===== src/rtl/cc1200_spi_arbiter_if.sv =====
// Bus bundle between the three CC1200 requesters (APB software, Tx packet
// engine, Rx packet engine), the arbiter, and the SPI engine.
//
// Handshake: a requester raises req[i] and keeps req_data/req_wr valid
// until it sees gnt[i] (it may drop req afterwards). The transaction
// always ends with exactly one done[i] pulse, with err alongside on a
// timeout. On the engine side, Start is a one-cycle pulse. The engine
// raises Busy while it works and lowers it when DataIn is valid.
//
// Requester side : req, req_data, req_wr, lock -> gnt, done, err, rdata
// SPI engine side: Start, DataOut, WR -> Busy, DataIn
// slave modport  : the arbiter
// master modport : the environment (requesters plus the SPI engine)
interface cc1200_spi_arbiter_if;
  logic [2:0]  req;
  logic [95:0] req_data;
  logic [11:0] req_wr;
  logic [2:0]  lock;
  logic [2:0]  gnt;
  logic [2:0]  done;
  logic        err;
  logic [31:0] rdata;
  logic        Start;
  logic        Busy;
  logic [31:0] DataOut;
  logic [3:0]  WR;
  logic [31:0] DataIn;

  modport slave (
    input  req, req_data, req_wr, lock, Busy, DataIn,
    output gnt, done, err, rdata, Start, DataOut, WR
  );

  modport master (
    output req, req_data, req_wr, lock, Busy, DataIn,
    input  gnt, done, err, rdata, Start, DataOut, WR
  );
endinterface


===== src/rtl/cc1200_spi_arbiter.sv =====
// Three-way arbiter in front of a single CC1200 SPI engine.
// One requester owns the engine per transaction:
//   IDLE -> START -> WAIT_BUSY -> WAIT_DONE -> DONE -> IDLE.
// Arbitration is round-robin. A locked owner that is still requesting keeps
// the engine for back-to-back bursts. WAIT_BUSY and WAIT_DONE are each
// bounded by TIMEOUT cycles. On expiry the transaction ends with err.
//
// Ports:
//   clk       - single clock, rising edge
//   rstn      - synchronous active-low reset
//   bus       - cc1200_spi_arbiter_if.slave (requester and SPI engine signals)
//   dbg_state - current FSM state encoding
module cc1200_spi_arbiter #(
  parameter int unsigned TIMEOUT = 1000
) (
  input  logic                  clk,
  input  logic                  rstn,
  cc1200_spi_arbiter_if.slave   bus,
  output logic [2:0]            dbg_state
);

  localparam logic [2:0] S_IDLE      = 3'd0;
  localparam logic [2:0] S_START     = 3'd1;
  localparam logic [2:0] S_WAIT_BUSY = 3'd2;
  localparam logic [2:0] S_WAIT_DONE = 3'd3;
  localparam logic [2:0] S_DONE      = 3'd4;

  // The counter starts at zero on entry to a wait state. Its value on the
  // TIMEOUT-th cycle there is therefore TIMEOUT-1.
  localparam logic [15:0] TO_LAST = 16'(TIMEOUT - 1);

  logic [2:0]  state_q,    state_d;
  logic [1:0]  last_q,     last_d;
  logic [15:0] cnt_q,      cnt_d;
  logic        err_flag_q, err_flag_d;
  logic [2:0]  gnt_q,      gnt_d;
  logic [31:0] dout_q,     dout_d;
  logic [3:0]  wr_q,       wr_d;
  logic [31:0] rdata_q,    rdata_d;

  logic [1:0]  win;
  logic [1:0]  cand;
  logic        found;

  // State register
  always_ff @(posedge clk) begin
    if (!rstn) begin
      state_q    <= S_IDLE;
      last_q     <= 2'd2;
      cnt_q      <= '0;
      err_flag_q <= 1'b0;
      gnt_q      <= '0;
      dout_q     <= '0;
      wr_q       <= '0;
      rdata_q    <= '0;
    end else begin
      state_q    <= state_d;
      last_q     <= last_d;
      cnt_q      <= cnt_d;
      err_flag_q <= err_flag_d;
      gnt_q      <= gnt_d;
      dout_q     <= dout_d;
      wr_q       <= wr_d;
      rdata_q    <= rdata_d;
    end
  end

  // Next-state logic, including the arbitration decision
  always_comb begin
    state_d    = state_q;
    last_d     = last_q;
    cnt_d      = cnt_q;
    err_flag_d = err_flag_q;
    gnt_d      = gnt_q;
    dout_d     = dout_q;
    wr_d       = wr_q;
    rdata_d    = rdata_q;

    // A locked, still-requesting previous owner wins outright. Otherwise
    // the search runs last+1, last+2, then last itself.
    found = bus.lock[last_q] && bus.req[last_q];
    win   = last_q;
    cand  = last_q;
    for (int k = 0; k < 3; k++) begin
      cand = (cand == 2'd2) ? 2'd0 : cand + 2'd1;
      if (!found && bus.req[cand]) begin
        win   = cand;
        found = 1'b1;
      end
    end

    case (state_q)
      S_IDLE: begin
        if (|bus.req) begin
          gnt_d      = 3'b001 << win;
          last_d     = win;
          dout_d     = bus.req_data[32*win +: 32];
          wr_d       = bus.req_wr[4*win +: 4];
          err_flag_d = 1'b0;
          state_d    = S_START;
        end
      end
      S_START: begin
        cnt_d   = '0;
        state_d = S_WAIT_BUSY;
      end
      S_WAIT_BUSY: begin
        cnt_d = cnt_q + 16'd1;
        if (bus.Busy) begin
          cnt_d   = '0;
          state_d = S_WAIT_DONE;
        end else if (cnt_q == TO_LAST) begin
          err_flag_d = 1'b1;
          state_d    = S_DONE;
        end
      end
      S_WAIT_DONE: begin
        cnt_d = cnt_q + 16'd1;
        if (!bus.Busy) begin
          state_d = S_DONE;
        end else if (cnt_q == TO_LAST) begin
          err_flag_d = 1'b1;
          state_d    = S_DONE;
        end
      end
      S_DONE: begin
        // A timed-out transaction leaves the last good read data in place
        if (!err_flag_q) rdata_d = bus.DataIn;
        gnt_d   = '0;
        state_d = S_IDLE;
      end
      default: begin
        gnt_d   = '0;
        state_d = S_IDLE;
      end
    endcase
  end

  // Outputs
  always_comb begin
    bus.Start   = (state_q == S_START);
    bus.done    = (state_q == S_DONE) ? gnt_q : 3'b000;
    bus.err     = (state_q == S_DONE) && err_flag_q;
    bus.gnt     = gnt_q;
    bus.DataOut = dout_q;
    bus.WR      = wr_q;
    bus.rdata   = rdata_q;
    dbg_state   = state_q;
  end

endmodule


===== src/flat_wrapper.sv =====
// flat-port wrapper written by rule: the top's interface ports become plain ports
module cc1200_spi_arbiter_flat 
#(
  parameter int unsigned TIMEOUT = 1000
)
  (clk, rstn, dbg_state, bus_req, bus_req_data, bus_req_wr, bus_lock, bus_Busy, bus_DataIn, bus_gnt, bus_done, bus_err, bus_rdata, bus_Start, bus_DataOut, bus_WR);
  cc1200_spi_arbiter_if bus_i ();
  input  logic clk;
  input  logic rstn;
  output logic [2:0] dbg_state;
  input wire logic [$bits(bus_i.req)-1:0] bus_req;
  input wire logic [$bits(bus_i.req_data)-1:0] bus_req_data;
  input wire logic [$bits(bus_i.req_wr)-1:0] bus_req_wr;
  input wire logic [$bits(bus_i.lock)-1:0] bus_lock;
  input wire logic [$bits(bus_i.Busy)-1:0] bus_Busy;
  input wire logic [$bits(bus_i.DataIn)-1:0] bus_DataIn;
  output wire logic [$bits(bus_i.gnt)-1:0] bus_gnt;
  output wire logic [$bits(bus_i.done)-1:0] bus_done;
  output wire logic [$bits(bus_i.err)-1:0] bus_err;
  output wire logic [$bits(bus_i.rdata)-1:0] bus_rdata;
  output wire logic [$bits(bus_i.Start)-1:0] bus_Start;
  output wire logic [$bits(bus_i.DataOut)-1:0] bus_DataOut;
  output wire logic [$bits(bus_i.WR)-1:0] bus_WR;
  assign bus_i.req = bus_req;
  assign bus_i.req_data = bus_req_data;
  assign bus_i.req_wr = bus_req_wr;
  assign bus_i.lock = bus_lock;
  assign bus_i.Busy = bus_Busy;
  assign bus_i.DataIn = bus_DataIn;
  assign bus_gnt = bus_i.gnt;
  assign bus_done = bus_i.done;
  assign bus_err = bus_i.err;
  assign bus_rdata = bus_i.rdata;
  assign bus_Start = bus_i.Start;
  assign bus_DataOut = bus_i.DataOut;
  assign bus_WR = bus_i.WR;
  cc1200_spi_arbiter #(.TIMEOUT(TIMEOUT)) u_core (.clk(clk), .rstn(rstn), .bus(bus_i), .dbg_state(dbg_state));
endmodule

===== config.mk =====
export PLATFORM = sky130hd
export DESIGN_NAME = cc1200_spi_arbiter_flat
export DESIGN_NICKNAME = d
export VERILOG_FILES = /design/src/rtl/cc1200_spi_arbiter_if.sv /design/src/rtl/cc1200_spi_arbiter.sv /design/src/flat_wrapper.sv
export SDC_FILE = /design/constraint.sdc
export NUM_CORES = 1
export LEC_CHECK = 0
export CAP_MARGIN = 20
export CORE_UTILIZATION = 43
export CTS_CLUSTER_DIAMETER = 60
export CTS_CLUSTER_SIZE = 8
export DETAILED_ROUTE_END_ITERATION = 7
export GPL_TIMING_DRIVEN = 0
export PLACE_DENSITY = 0.86
export SLEW_MARGIN = 20
export SYNTH_ARGS = -nofsm -noshare
export SYNTH_HDL_FRONTEND = slang
export SYNTH_SLANG_ARGS = --single-unit

===== constraint.sdc =====
create_clock -name clk -period 4.82 [get_ports clk]
set_clock_uncertainty 0.15 [all_clocks]
set_input_delay 0.964 -clock clk [delete_from_list [all_inputs] [get_ports clk]]
set_output_delay 0.964 -clock clk [all_outputs]
set_load 0.005 [all_outputs]

Word-level counts from Yosys, hierarchy flattened
Index checks and enable logic that the tools add are counted.

cells by class
  add/sub/neg operators = 4
  order comparisons = 4
  equality and inequality tests = 11
  shift operators = 3
  multiplexer cells = 33
  bitwise operators = 2
  reduce and logical (&&, ||, !) cells = 17

operator list
  cell                                                                     number
  96-bit by 8-bit variable part select with 32-bit output                  1
  16-bit case mux with 3 select lines                                      1
  3-bit 2-to-1 mux                                                         6
  16-bit by 1-bit adder with 16-bit output, second input constant          1
  16-bit by 10-bit equality test with 1-bit output, second input constant  1
  16-bit 2-to-1 mux                                                        1
  2-bit by 3-bit < comparator with 1-bit output, second input constant     4
  2-bit 2-to-1 mux                                                         6
  3-bit case mux with 4 select lines                                       1
  12-bit by 5-bit variable part select with 4-bit output                   1
  1-bit 2-to-1 mux                                                         11
  1-bit binary-select mux with 2-bit select                                5
  2-bit by 1-bit adder with 2-bit output, second input constant            3
  2-bit equality test, second input constant                               3
  3-bit by 2-bit equality test with 1-bit output, second input constant    2
  3-bit case mux with 2 select lines                                       1
  2-bit AND reduction                                                      3
  3-bit nonzero test                                                       2
  3-bit OR reduction                                                       2
  1-bit logical AND                                                        5
  2-bit != test, second input constant                                     2
  4-bit AND reduction                                                      1
  3-bit by 1-bit equality test with 1-bit output, second input constant    1
  3-bit equality test, second input constant                               1
  other kinds (6)                                                          9

storage, ports and cells
  register bits = 93
  bits of input ports = 149
  output and inout bits = 79
  word-level logic and storage cells = 82

Logic depth before layout (Yosys ltp)
Gate-level depths: netlist of the first run.

  depth in word-level cells = 15
  gate-level depth with buffers = 10
  gate-level depth less buffers = 7

Worst setup path after synthesis of the first run
No wires, ideal clock.

  path type = input to register
  start point = in bus_req[1]
  end point = reg u_core.dout_q[28], in the netlist u_core.bus.DataOut[28]
  library setup time = 87 ps
  arrival = 2389 ps
  data required time = 4583 ps
  slack = 2194 ps
  cell stages on the path = 10
  path buffers = 4
  path through = buf_2 nand2_1 o21ai_1 a32o_1 a221o_1 clkbuf_1 buf_6 buf_4 mux2i_1 o31ai_1

between the ends
  word-level cells in the longest chain between the ends = 13
  elaborated cells on any way between the ends = 23
  those cells by class = shift: 1; mux: 13; reduce/logical: 9

ends and longest elaborated chain
  what                                                     RTL line                  RTL
  start: declaration                                       flat_wrapper.sv:11        input wire logic [$bits(bus_i.req)-1:0] bus_req;
  1-bit binary-select mux with 2-bit select                cc1200_spi_arbiter.sv:81  found = bus.lock[last_q] && bus.req[last_q];
  1-bit 2-to-1 mux (not written as such)                   cc1200_spi_arbiter.sv:81
  1-bit logical AND                                        cc1200_spi_arbiter.sv:81
  1-bit zero test                                          cc1200_spi_arbiter.sv:86  if (!found && bus.req[cand]) begin
  1-bit logical AND                                        cc1200_spi_arbiter.sv:86
  1-bit 2-to-1 mux                                         cc1200_spi_arbiter.sv:86
  1-bit zero test                                          cc1200_spi_arbiter.sv:86
  1-bit logical AND                                        cc1200_spi_arbiter.sv:86
  1-bit 2-to-1 mux                                         cc1200_spi_arbiter.sv:86
  1-bit zero test                                          cc1200_spi_arbiter.sv:86
  1-bit logical AND                                        cc1200_spi_arbiter.sv:86
  2-bit 2-to-1 mux                                         cc1200_spi_arbiter.sv:86
  96-bit by 8-bit variable part select with 32-bit output  cc1200_spi_arbiter.sv:97  dout_d = bus.req_data[32*win +: 32];
  end signal: assignment                                   cc1200_spi_arbiter.sv:62  dout_q <= dout_d;
  end: declaration                                         cc1200_spi_arbiter.sv:37  logic [31:0] dout_q, dout_d;

Parallel ways exist; a longest one is shown, timed or not. The select of a mux whose other input is x is not followed.
A chain may end at the register's enable or synchronous reset.

Worst setup path after layout of the first run
  start point = in bus_req[1]
  end point = reg u_core.dout_q[26], in the netlist u_core.bus.DataOut[26]

Same word-level chain as after synthesis.

==> results of run 1 <==
Yosys cell counts, types with 3 or more instances:
cell | number | area share
nand2_1 | 91 | 0.078
xor2_1 | 6 | 0.012
buf_4 | 3 | 0.0052
mux2i_1 | 38 | 0.087
a211oi_1 | 3 | 0.0052
a32oi_1 | 36 | 0.072
inv_1 | 5 | 0.0043
clkbuf_1 | 22 | 0.019
nor2_1 | 23 | 0.020
o21ai_0 | 12 | 0.014
or3_1 | 3 | 0.0043
and3_1 | 7 | 0.010
buf_2 | 13 | 0.015
o31ai_1 | 36 | 0.062
nand3_1 | 3 | 0.0034
a31oi_1 | 5 | 0.0072
nor3_1 | 4 | 0.0046
dfxtp_1 | 93 | 0.43
nand4_1 | 5 | 0.0072
a21oi_1 | 9 | 0.010
a21boi_0 | 34 | 0.059
and2_1 | 3 | 0.0043
nor2b_1 | 3 | 0.0043
buf_6 | 3 | 0.0078
or2_2 | 4 | 0.0057
power by group through the flow:
stage / logic (mW) / clock network [mW] / registers (mW)
2_1_floorplan: 0.277 / 0 / 0.904
3_3_place_gp: 0.619 / 0 / 0.902
6_report: 0.639 / 0.500 / 0.892
4_1_cts: 0.637 / 0.502 / 0.890
5_1_grt: 0.686 / 0.542 / 0.899
3_5_place_dp: 0.634 / 0 / 0.905
through the flow:
stage | hold slack (ps) | total power [mW] | std cells
after detailed placement | 304 | 1.54 | 849
after CTS | 319 | 2.03 | 865
after global placement | 296 | 1.52 | 849
final | 319 | 2.03 | 865
after floorplan | 307 | 1.18 | 491
after global routing | 343 | 2.13 | 865
final cells by class:
class | instances | area share
multi-input cells | 351 | 0.326
repair buffers | 225 | 0.324
flip-flops and latches | 93 | 0.267
plain buffers | 41 | 0.0293
well taps | 133 | 0.0239
clock buffers | 10 | 0.0198
clock inverters | 6 | 0.00665
inverters | 6 | 0.00324
worst max-delay path: stages:
cell,delay (ps)
clkdlybuf4s50_1,460
buf_2,200
nor2_1,90
a211oi_1,260
a31oi_1,100
o22ai_2,450
clkbuf_1,430
a32oi_1,200
o31ai_1,110
final timing paths:
path / startpoint / cells after the start / to
setup / recovery: bus_req[1] / 9 / u_core.bus.DataOut[26]
hold / removal: u_core.bus.rdata[29] / 2 / u_core.bus.rdata[29]
setup reg to reg: u_core.dbg_state[0] / 7 / u_core.bus.DataOut[17]
hold reg to reg: u_core.bus.rdata[29] / 2 / u_core.bus.rdata[29]
state kept, by name, indices dropped and copies added, names as in the netlist:
name and count:
u_core.bus.gnt 3, u_core.bus.DataOut 32, u_core.last_q 2, u_core.dbg_state 3, u_core.cnt_q 16, u_core.err_flag_q 1
u_core.bus.WR 4, u_core.bus.rdata 32
cell families (layout without fill, tap and decap cells):
family                   count (synthesis)  in the layout  synth area share
multiplexers                            38             38            0.0873
flip-flops                              93             93             0.427
AO/OA/AOI/OAI                          152            152             0.264
adder cells (fa/ha/maj)                  1              1           0.00287
buffers and inverters                   47            288            0.0520
XOR/XNOR                                 7              7            0.0141
AND/OR/NAND/NOR                        153            153             0.153
per-layer routing:
metal	routed length (µm)	vias up	GRT usage
met2	7460	203	0.466
met3	1080	34	0.0834
met4	427	0	0.124
li1	-	2280	-
met1	5930	2220	0.323
met5	0	-	0
==> impl_metrics.tcl, run 1 <==
set metrics [dict create \
    swShare 0.314 \
    multi_input_area_um2 2270 \
    holdBufCountCts 0 \
    wirelength_um 14900 \
    root_buffer "clkbuf_8" \
    rsz0062_at_grt "false" \
    rows 36 \
    ys_ff_latch 93 \
    min_path_type "register to register" \
    p_seq_frac 0.439 \
    dp_hpwl_um 11600 \
    cts_sinks 93 \
    grt_overflow 0 \
    path_clk_slew_ps 90 \
    antenna_found_initial 0 \
    setup_ws_ps 1700 \
    p_int_mw 1.39 \
    drc 0 \
    power.density_nw_per_um2 292 \
    cts_buffer_depth 2 \
    async_flop_share 0 \
    clock_latency_ps 380 \
    p_clk_frac 0.246 \
    fin_nets 877 \
    synth.yosys.seq_area_share 0.427 \
    cts-resized-gates 0 \
    post_dp_cell_area_um2 6780 \
    post-place-ws_ps 1370 \
    cp-start-kind "input port" \
    postRouteAntennaNets 0 \
    maxCapViolations 0 \
    cts_tree "yes" \
    cp_max_fo 10 \
    cp_data_required_time_ps 4950 \
    nFillCells 808 \
    most-common-layout-cells "clkdlybuf4s50_1, dfxtp_1, nand2_1, mux2i_1" \
    yosys_most_used_dff "dfxtp_1" \
    numCtsBuffers 9 \
    start_util 0.444 \
    syn2layout_area_growth_pct 59.7 \
    final_cell_area_um2 6960 \
    drive_gt1_frac 0.0628 \
    power_switching_mw 0.638 \
    n_antenna_cell 0 \
    ir_drop_mv 0.151 \
    first_global_vias 4530 \
    cellLeakagePower_nw 2.41 \
    post_drt_wl_per_cell_um 17.2 \
    regArea_um2 1860 \
    syn_area_per_cell_um2 8.88 \
    arrival_ps 3260 \
    end_kind "register" \
    synth_nets 641 \
    globalplace.congestion 0.861 \
    yosys_warnings 0 \
    die_w_um 103 \
    syn-cell-area_um2 4360 \
    timing.setup.tns_ps 0 \
    grt_max_degree 17 \
    drt_iter0_drc 223 \
    critical_path_class "input port to register" \
    finalHoldViolCount 0 \
    htree_num_levels 3 \
    grt_pass1_wl_um 22000 \
    grtUsageTotal 0.276 \
    route.vias.total 4737 \
    die_y_um 103 \
    final-setup-viol-count 0 \
    finalCritPeriodShare 0.648 \
    period_minus_slack_ps 3120 \
    syn-instance-count 491 \
    slew_viol_final 0 \
    dr.pass1.iters 5 \
    io_buffer_count 225 \
    vias_per_cell 5.48 \
    r2r_slack_ps 2450 \
    status "complete, no violations" \
    comb_power_share 0.315 \
    floorplan.die_area_um2 10500 \
    synth_cell_type_count 46 \
    final_util 0.709 \
    io_pins 228 \
    post_cts_buffers 0 \
    maxSlewHeadroom 0.624 \
    coreArea_um2 9820 \
    worst_pin_slew_ps 564 \
    fmax_ghz 0.320 \
    layout_commonest_cell "clkdlybuf4s50_1" \
    synth_edf_count 0 \
]
Power figures use the tool's default switching activity.
==> inputs of run 2 (changes only) <==
Settings changed: CORE_UTILIZATION 43 to 40, PLACE_DENSITY 0.86 to 0.81.
Clock period 4.82 ns to 2.9 ns, I/O delays scaled along.
==> impl_metrics.tcl, run 2 (same netlist as run 1, synthesis figures left out) <==
set metrics [dict create \
    swShare 0.280 \
    clock_latency_ps 360 \
    root_buffer "clkbuf_8" \
    post_drt_wl_per_cell_um 16.3 \
    cts-resized-gates 0 \
    min_to "u_core.bus.rdata[12]" \
    drc 0 \
    floorplan.die_area_um2 11300 \
    finalCritPeriodShare 0.938 \
    wirelength_um 14200 \
    grt_pass1_wl_um 22200 \
    rr_endpoint "u_core.bus.DataOut[20]" \
    path_clk_slew_ps 90 \
    comb_power_share 0.294 \
    power.total_mw 3.57 \
    max_stage_delay_ps 530 \
    fmax_ghz 0.368 \
    rsz0062_at_grt "false" \
    io_buffer_count 225 \
    antenna_found_initial 0 \
    numCtsBuffers 9 \
    power_switching_mw 0.999 \
    post_cts_buffers 0 \
    cp_data_required_time_ps 2980 \
    grt_max_degree 15 \
    status "complete, no violations" \
    met3_usage 0.0668 \
    final-setup-viol-count 0 \
    n_antenna_cell 0 \
    p_clk_frac 0.292 \
    setup_ws_ps 179 \
    grt_overflow 0 \
    syn2layout_area_growth_pct 61.1 \
    die_w_um 106 \
    htree_num_levels 3 \
    dp_hpwl_um 11200 \
    min_from "u_core.bus.rdata[12]" \
    slew_viol_final 0 \
    globalplace.congestion 0.864 \
    start_util 0.417 \
    cts_sinks 93 \
    layout_commonest_cell "clkdlybuf4s50_1" \
    cp_max_fo 10 \
    route.vias.total 4602 \
    holdBufCountCts 0 \
    cts_tree "yes" \
    power.density_nw_per_um2 509 \
    p_seq_frac 0.414 \
    p_int_mw 2.57 \
    fin_nets 877 \
    post-place-ws_ps -171 \
    maxCapViolations 0 \
    coreArea_um2 10500 \
    rr_startpoint "u_core.dbg_state[0]" \
    cp_cell_sequence "clkdlybuf4s50_1 -> or2_2 -> o21ai_2 -> nor2_2 -> nand2_1 -> clkbuf_1 -> o31ai_1" \
    cp-start-kind "input port" \
    rows 37 \
    min_path_type "register to register" \
    drive_gt1_frac 0.0601 \
    postRouteAntennaNets 0 \
    cpMaxStageDelayCell "clkdlybuf4s50_1" \
    ir_drop_mv 0.358 \
    maxSlewHeadroom 0.581 \
    use_met1 0.284 \
    most-common-layout-cells "clkdlybuf4s50_1, dfxtp_1, nand2_1, mux2i_1" \
    finalHoldViolCount 0 \
    nFillCells 911 \
    drt_iter0_drc 166 \
    first_global_vias 4613 \
    arrival_ps 2800 \
    dr.pass1.iters 4 \
    grtUsageTotal 0.248 \
    cellLeakagePower_nw 2.44 \
    die_y_um 106 \
    critical_path_class "input port to register" \
    cts_buffer_depth 2 \
    r2r_cells 7 \
    period_minus_slack_ps 2720 \
    end_kind "register" \
    worst_pin_slew_ps 626 \
    min_delay_path_depth 2 \
    r2r_slack_ps 560 \
    met2_usage 0.447 \
    grt_busiest_layer "met2" \
    io_pins 228 \
    vias_per_cell 5.30 \
]
run 2: metrics by stage:
step	area (µm²)	instances	utilization	hold slack, ps	setup TNS, ps
CTS	7020	868	0.671	319	0
global placement	6780	852	0.648	297	-2420
detailed placement	6780	852	0.648	305	-4040
finish	7020	868	0.671	318	0
floorplan	4360	491	-	307	0
global route	7020	868	0.671	336	0
run 2: worst max path at each step:
stage | to | cells after the start | slack [ps] | startpoint
CTS | bus_Start | 3 | 200 | u_core.dbg_state[2]
global placement | u_core.bus.DataOut[20] | 7 | -100 | bus_req[0]
detailed placement | u_core.bus.DataOut[20] | 7 | -170 | bus_req[0]
finish | u_core.bus.DataOut[20] | 7 | 180 | bus_req[0]
global route | u_core.bus.DataOut[13] | 9 | 2 | bus_req[1]
floorplan | u_core.bus.DataOut[28] | 10 | 660 | bus_req[1]
run 2: area by class of cell:
cell class | count | area, µm² | share of cell area
repair buffers | 225 | 2250 | 0.321
inverters | 6 | 22.5 | 0.00321
flip-flops and latches | 93 | 1860 | 0.265
clock inverters | 4 | 95.1 | 0.0135
well taps | 136 | 170 | 0.0242
multi-input cells | 351 | 2270 | 0.323
clock buffers | 12 | 145 | 0.0207
plain buffers | 41 | 204 | 0.0291
run 2: routing by layer:
layer,vias to the layer above,part of all wire
li1,2278,-
met1,2141,0.40
met2,153,0.52
met3,30,0.057
met4,0,0.022
met5,-,0
run 2: power by group through the flow:
stage	registers [mW]	logic, mW	clock network [mW]
finish	1.48	1.05	1.04
global route	1.49	1.13	1.11
CTS	1.48	1.05	1.05
detailed placement	1.50	1.05	0
global placement	1.50	1.03	0
floorplan	1.50	0.461	0
run 2: critical path: cells and delay by family:
family                 cells  cell delay [ps]
AO/OA/AOI/OAI              2              460
AND/OR/NAND/NOR            3              770
buffers and inverters      2              990
